`config.mk`:
```
export PLATFORM = sky130hd
export DESIGN_NAME = cla_pipe_adder_flat
export DESIGN_NICKNAME = d
export VERILOG_FILES = /design/src/rtl/cla_pipe_adder_if.sv /design/src/rtl/cla_pipe_adder.sv /design/src/flat_wrapper.sv
export SDC_FILE = /design/constraint.sdc
export NUM_CORES = 1
export LEC_CHECK = 0
export BUFFER_PORTS_ARGS = -buffer_cell sky130_fd_sc_hd__buf_2
export CORE_MARGIN = 5
export CORE_UTILIZATION = 28
export CTS_BUF_LIST = sky130_fd_sc_hd__clkbuf_8 sky130_fd_sc_hd__clkbuf_16
export CTS_CLUSTER_SIZE = 8
export DETAILED_ROUTE_END_ITERATION = 10
export GPL_ROUTABILITY_DRIVEN = 0
export PLACE_DENSITY = 0.41
export SYNTH_ARGS = -nofsm -noshare
export SYNTH_HDL_FRONTEND = slang
export SYNTH_SLANG_ARGS = --single-unit
```
`constraint.sdc`:
```
create_clock -name clk -period 20.9 [get_ports clk]
set_clock_uncertainty 0.15 [all_clocks]
set_input_delay 4.18 -clock clk [delete_from_list [all_inputs] [get_ports clk]]
set_output_delay 4.18 -clock clk [all_outputs]
set_load 0.02 [all_outputs]
```
`src/rtl/cla_pipe_adder_if.sv`:
```
// cla_pipe_adder_if -- operand/result bundle for cla_pipe_adder.
//   master (producer/consumer side): drives in_valid, a, b, c_in, sub;
//                                    receives out_valid, sum, c_out, ovf.
//   slave  (the adder):              the mirror image.
// WIDTH must match the adder's WIDTH.
interface cla_pipe_adder_if #(
   parameter int WIDTH = 64
);
   logic             in_valid;
   logic [WIDTH-1:0] a;
   logic [WIDTH-1:0] b;
   logic             c_in;
   logic             sub;
   logic             out_valid;
   logic [WIDTH-1:0] sum;
   logic             c_out;
   logic             ovf;

   modport master (
      output in_valid, a, b, c_in, sub,
      input  out_valid, sum, c_out, ovf
   );

   modport slave (
      input  in_valid, a, b, c_in, sub,
      output out_valid, sum, c_out, ovf
   );
endinterface

```
`src/rtl/cla_pipe_adder.sv`:
```
// cla_pipe_adder -- pipelined carry-lookahead adder/subtractor.
//   One GRP-bit group is resolved per stage; the inter-group carry is
//   registered, so latency is NSTG = WIDTH/GRP cycles at one op per cycle.
// Ports:
//   clk  rising-edge clock
//   rst  asynchronous active-high reset, clears every register
//   ce   (only with CLA_PIPE_CE_EN defined) pipeline advance enable
//   io   cla_pipe_adder_if.slave: in_valid/a/b/c_in/sub in,
//        out_valid/sum/c_out/ovf out (registered)
// Optional feature macro: CLA_PIPE_CE_EN (adds ce; ce=0 freezes every stage).
module cla_pipe_adder #(
   parameter int WIDTH = 64,
   parameter int GRP   = 16
) (
   input  logic                clk,
   input  logic                rst,
`ifdef CLA_PIPE_CE_EN
   input  logic                ce,
`endif
   cla_pipe_adder_if.slave     io
);
   localparam int NSTG = WIDTH / GRP;
   localparam int NCL  = GRP / 4;

   typedef struct packed {
      logic [GRP-1:0] s;   // group sum
      logic           co;  // carry out of the group
      logic           cm;  // carry into the group's top bit (for ovf)
   } grp_res_t;

   // Two-level lookahead: 4-bit cluster P/G, then a cluster carry chain
   // built from those P/G terms; bit carries inside a cluster are expanded
   // from the cluster carry-in.
   function automatic grp_res_t grp_add(input logic [GRP-1:0] x,
                                        input logic [GRP-1:0] y,
                                        input logic           ci);
      logic [GRP-1:0] p, g, c;
      logic [NCL-1:0] cp, cg;
      logic [NCL:0]   cc;
      grp_res_t       r;
      p = x ^ y;
      g = x & y;
      for (int i = 0; i < NCL; i++) begin
         cp[i] = &p[4*i +: 4];
         cg[i] = g[4*i+3]
               | (p[4*i+3] & g[4*i+2])
               | (p[4*i+3] & p[4*i+2] & g[4*i+1])
               | (p[4*i+3] & p[4*i+2] & p[4*i+1] & g[4*i]);
      end
      cc[0] = ci;
      for (int i = 0; i < NCL; i++)
         cc[i+1] = cg[i] | (cp[i] & cc[i]);
      for (int i = 0; i < NCL; i++) begin
         c[4*i]   = cc[i];
         c[4*i+1] = g[4*i] | (p[4*i] & cc[i]);
         c[4*i+2] = g[4*i+1] | (p[4*i+1] & g[4*i])
                  | (p[4*i+1] & p[4*i] & cc[i]);
         c[4*i+3] = g[4*i+2] | (p[4*i+2] & g[4*i+1])
                  | (p[4*i+2] & p[4*i+1] & g[4*i])
                  | (p[4*i+2] & p[4*i+1] & p[4*i] & cc[i]);
      end
      r.s  = p ^ c;
      r.co = cc[NCL];
      r.cm = c[GRP-1];
      return r;
   endfunction

   // Rank k holds the operands entering stage k; groups below k are already
   // resolved into s_q[k], groups at and above k are still waiting (skew).
   // s_q[NSTG] is the output rank: all groups aligned (deskew).
   logic [NSTG-1:0][WIDTH-1:0] a_q, a_d, b_q, b_d;
   logic [NSTG-1:0]            cy_q, cy_d;
   logic [NSTG:0][WIDTH-1:0]   s_q, s_d;
   logic [NSTG:0]              vld_q, vld_d;
   logic                       co_q, co_d, ovf_q, ovf_d;
   logic                       adv;
   grp_res_t                   res [NSTG];

`ifdef CLA_PIPE_CE_EN
   assign adv = ce;
`else
   assign adv = 1'b1;
`endif

   always_comb begin
      a_d   = a_q;
      b_d   = b_q;
      cy_d  = cy_q;
      s_d   = s_q;
      vld_d = vld_q;
      for (int k = 0; k < NSTG; k++)
         res[k] = grp_add(a_q[k][k*GRP +: GRP], b_q[k][k*GRP +: GRP], cy_q[k]);

      // Subtract as A + ~B + ~borrow.
      a_d[0]   = io.a;
      b_d[0]   = io.sub ? ~io.b : io.b;
      cy_d[0]  = io.c_in ^ io.sub;
      s_d[0]   = '0;
      vld_d[0] = io.in_valid;

      for (int k = 0; k < NSTG-1; k++) begin
         a_d[k+1]  = a_q[k];
         b_d[k+1]  = b_q[k];
         cy_d[k+1] = res[k].co;
      end
      for (int k = 0; k < NSTG; k++) begin
         s_d[k+1]                = s_q[k];
         s_d[k+1][k*GRP +: GRP]  = res[k].s;
         vld_d[k+1]              = vld_q[k];
      end
      co_d  = res[NSTG-1].co;
      ovf_d = res[NSTG-1].co ^ res[NSTG-1].cm;
   end

   always_ff @(posedge clk or posedge rst) begin
      if (rst) begin
         a_q   <= '0;
         b_q   <= '0;
         cy_q  <= '0;
         s_q   <= '0;
         vld_q <= '0;
         co_q  <= 1'b0;
         ovf_q <= 1'b0;
      end else if (adv) begin
         a_q   <= a_d;
         b_q   <= b_d;
         cy_q  <= cy_d;
         s_q   <= s_d;
         vld_q <= vld_d;
         co_q  <= co_d;
         ovf_q <= ovf_d;
      end
   end

   assign io.out_valid = vld_q[NSTG];
   assign io.sum       = s_q[NSTG];
   assign io.c_out     = co_q;
   assign io.ovf       = ovf_q;
endmodule

```
`src/flat_wrapper.sv`:
```
// flat-port wrapper written by rule: the top's interface ports become plain ports
module cla_pipe_adder_flat 
#(
   parameter int WIDTH = 64,
   parameter int GRP   = 16
)
  (clk, rst, io_in_valid, io_a, io_b, io_c_in, io_sub, io_out_valid, io_sum, io_c_out, io_ovf);
  cla_pipe_adder_if #(.WIDTH(WIDTH)) io_i ();
  input  logic clk;
  input  logic rst;
  input wire logic [$bits(io_i.in_valid)-1:0] io_in_valid;
  input wire logic [$bits(io_i.a)-1:0] io_a;
  input wire logic [$bits(io_i.b)-1:0] io_b;
  input wire logic [$bits(io_i.c_in)-1:0] io_c_in;
  input wire logic [$bits(io_i.sub)-1:0] io_sub;
  output wire logic [$bits(io_i.out_valid)-1:0] io_out_valid;
  output wire logic [$bits(io_i.sum)-1:0] io_sum;
  output wire logic [$bits(io_i.c_out)-1:0] io_c_out;
  output wire logic [$bits(io_i.ovf)-1:0] io_ovf;
  assign io_i.in_valid = io_in_valid;
  assign io_i.a = io_a;
  assign io_i.b = io_b;
  assign io_i.c_in = io_c_in;
  assign io_i.sub = io_sub;
  assign io_out_valid = io_i.out_valid;
  assign io_sum = io_i.sum;
  assign io_c_out = io_i.c_out;
  assign io_ovf = io_i.ovf;
  cla_pipe_adder #(.WIDTH(WIDTH), .GRP(GRP)) u_core (.clk(clk), .rst(rst), .io(io_i));
endmodule
```
## Word-level counts from Yosys, hierarchy flattened

Index checks and enable logic that the tools add are counted.

- Register bits after elaboration: 683
- Bits in latches: 0
- Memory bits (writable): 0
- ROM bits: 0
- Input port bits: 133
- Output and inout bits: 67
- Word-level logic and storage cells: 448
- Memories kept: 0

- $add $sub $neg: 0
- $mul: 0
- Div/mod/pow operators: 0
- Magnitude comparators: 0
- Equality and inequality tests: 0
- Shift operators: 0
- Multiplexer cells: 1
- Bitwise operators: 415
- Reductions and logical operators: 16

Operators with widths:

| cell | number |
|---|---|
| 1-bit bitwise AND | 240 |
| 1-bit OR | 160 |
| 16-bit bitwise XOR | 8 |
| 16-bit bitwise AND | 4 |
| 64-bit two-way mux | 1 |
| 64-bit inverter | 1 |
| 4-bit AND reduction | 16 |
| 1-bit bitwise XOR | 2 |

## Longest topological paths before layout

- Word-level depth: 13
- Gate-level depth with buffers: 9
- Depth with buffers taken out: 9

## Least setup slack after synthesis

OpenSTA, ideal clock, no wires.

- Path kind: input to register
- Start: input io_sub
- End: register u_core.b_q (netlist bit u_core.b_d[124])
- Library setup time: 79 ps
- Arrival time: 4949 ps
- Required time: 20671 ps
- Setup slack: 15722 ps
- Stages on the path: 3
- Buffers on the path: 2
- Path through: clkbuf_1 -> buf_2 -> xor2_1

RTL lines:

| item | RTL line | text |
|---|---|---|
| from (decl) | flat_wrapper.sv:15 | `input wire logic [$bits(io_i.sub)-1:0] io_sub;` |
| to (signal assigned) | cla_pipe_adder.sv:118 | `b_q <= '0;` |
| to (signal assigned) | cla_pipe_adder.sv:126 | `b_q <= b_d;` |
| to (decl) | cla_pipe_adder.sv:71 | `logic [NSTG-1:0][WIDTH-1:0] a_q, a_d, b_q, b_d;` |

==> key figures <==
Final layout
  • Non-Filler Instances: 1899
  • Synth-to-Final Area Change: 24.82%
  • Final Cell Area: a little under 0.02 mm²
  • Commonest non-fill, non-tap cell in the layout: dfrtp_1
  • Nets: 1357
  • Register area: 0.01229 mm²
  • Fill count: 5259
  • Most frequent cells in the layout: 491 x dfrtp_1, 198 x buf_2, 88 x xor2_1
  • Area of the multi-input gates: 0.003040 mm²
  • Share of layout cells above drive strength 1: 25.98%
  • ANT cells: 0

Timing
  • Slew headroom: 30.01%
  • Setup ws final: 13.77 ns
  • Fmax: 140.2 MHz
  • Final Hold Viols: 0
  • Tightest Pin Transition: 1.050 ns
  • Count of final max-slew check failures: 0
  • Final Hold Slack: 0.1827 ns
  • Minimum clock period after layout: 7.133 ns
  • Sum Neg Setup Slack: 0 ns
  • Final setup viols: 0
  • Fin crit share: 34.13%
  • RSZ-0062 raised after global routing: false

Synthesis
  • Flops & latches, synth: 491
  • Sequential area share after synthesis: 79.28%
  • Post-synthesis average cell area: 17.75 µm²
  • Synthesized Nets: roughly 1100
  • Total number of yosys warnings: 0
  • Post-synth cell types: 39
  • Synth Instances: 873
  • Post-Synthesis Cell Area: 0.01550 mm²

Route
  • DRT Pass-1 Iters: 4
  • First DRT Iteration DRCs: 288
  • Total wire length: 26910 µm
  • Post-route ant nets: 0
  • Avg WL per Cell: 14.17 µm
  • # DRC: 0
  • Via Count: approximately 7200
  • Avg Vias per Cell: 3.793

Clock tree
  • Clk slew on worst S/H paths: 0.05 ns
  • Clk_lat worst skew: 0.58 ns
  • Clock H-tree levels: 3
  • Post-CTS Setup Inserts: 0
  • CTS tree: built
  • TritonCTS sink count: 491
  • Clk root buf: clkbuf_16
  • Post-CTS Resized: 0
  • Max Buffers Root-to-Sink: 3
  • Hold_buf cts: 0
  • CTS Buf Count: 71

Setup path
  • CP startpoint kind: input port
  • Worst EP required: 21.27 ns
  • CP endpoint kind: async pin
  • Crit path kind: in2async
  • Worst Path Arrival: 7.50 ns
  • CP max FO: between 100 and 150

Place
  • DP HPWL: approximately 17000 µm
  • Cells after DPL: ~1800
  • Placed Area: around 0.017 mm²
  • Port-buffer cells: 199
  • Pre-CTS WS: around 13 ns

Global route
  • Largest net degree at the start of global routing: 130
  • GRT Util Overall: 9.437%
  • Initial antenna violation count: 0
  • GRT overflow: 0
  • First-pass GRT wire length: 44270 µm
  • Number of global-route vias before repair: just over 8000

Flow run
  • Max-cap violation count: 0

Power
  • Pleak: 9.097 nW
  • VDD IR max: slightly above 0.05 mV
  • P per Cell Area: 123.7 mW/mm²

Floorplanning
  • Site row count: 86
  • Die area: 0.06016 mm²
  • Initial core utilization: 28.19%
  • Die Span X: 245.3 µm
  • Core ar.: 0.05499 mm²
  • Ports: 200
  • Die Span Y: 245.3 µm

Outcome
  • Status: finished clean

Min path
  • Worst min-delay path class: reg2reg
## state kept, by name, indices dropped and copies added (netlist names)
name             count
u_core.a_q          16
u_core.s_d          96
u_core.b_q          16
u_core.a_d         144
u_core.io.c_out      1
u_core.b_d         144
u_core.cy_q          4
u_core.vld_q         5
u_core.io.ovf        1
u_core.io.sum       64
## critical path, cell delays in order
cell	delay (ns)
buf_2	0.13
inv_8	0.55
buf_4	0.77
buf_4	0.70
buf_4	0.92
## report_power, final
part | switching [W] | leakage, nW | internal (W)
clock network | 0.000373 | 0.941 | 0.000615
registers | 0.0000454 | 5.72 | 0.00110
logic | 0.000165 | 2.43 | 0.0000936
total | 0.000583 | 9.10 | 0.00181
## cell families (layout without fill, tap and decap cells)
kind of cell	Yosys count	after routing	share of synthesized area, %
buf+inv	44	322	1.106
compound gates	99	99	4.707
mux	1	1	0.07265
flops	491	491	79.28
fa+ha+maj	80	80	7.233
xor+xnor	108	108	6.103
simple gates	50	50	1.502
## per-layer routing
metal / part of all wire [%] / wire length (µm) / vias up / global-route usage (%)
met4: 3.9 / 1044 / 0 / 4.455
met3: 7.0 / 1879 / 77 / 3.637
li1: - / - / 3371 / -
met2: 47 / 12640 / 185 / 14.38
met1: 42 / 11350 / 3569 / 11.89
met5: 0 / 0 / - / 0
## per-stage QoR
| step | power, W | utilization [%] |
|---|---|---|
| final | 0.002393 | 35.18 |
| after global placement | 0.001428 | 31.74 |
| after floorplan | 0.001322 | - |
| after CTS | 0.002453 | 35.18 |
| after detailed placement | 0.001431 | 31.74 |
| after global routing | 0.002528 | 35.18 |
## area by class of cell
class | count | share of cell area (%)
Clock buffer | 74 | 9.514
Timing Repair Buffer | 205 | 5.394
Sequential cell | 491 | 63.51
Multi-Input combinational cell | 338 | 15.72
Inverter | 37 | 0.7567
Clock inverter | 6 | 0.2716
Tap cell | 748 | 4.838
## final timing paths
check	start	to	slack (ns)	cells past startpoint
hold reg to reg	u_core.a_d[111]	u_core.a_d[175]	0.18	0
setup reg to reg	u_core.b_d[144]	u_core.s_d[221]	17.96	9
min in group asynchronous	rst	u_core.io.sum[24]	3.62	2
max in group clk	u_core.io.sum[1]	io_sum[1]	15.43	1
setup / recovery	rst	u_core.io.sum[37]	13.77	5
hold / removal	u_core.a_d[111]	u_core.a_d[175]	0.18	0
## Yosys cell counts (all sizes together)
library cell	number	area, µm²
dfrtp	491	12290
xor2	88	770.7
ha	64	800.8
inv	37	138.9
a21oi	31	188.9
xnor2	20	175.2
nand2	17	63.81
fa	16	320.3
a21o	15	115.1
o21ai	15	75.07
nor2	14	52.55
a31oi	9	77.57
o21bai	9	90.09
a211oi	6	50.05
buf	5	25.02
nand3	5	25.02
nor3	4	20.02
o21a	4	30.03
nand2b	3	18.77
a211o	2	17.52
a311oi	2	30.03
and3	2	12.51
and4	2	20.02
clkbuf	2	7.510
o2bb2ai	2	17.52
o31ai	2	20.02
a41oi	1	8.760
mux2	1	11.26
o2111ai	1	8.760
or2	1	6.260
or3	1	6.260
or4	1	7.510
(Power assumes the default switching activity.)
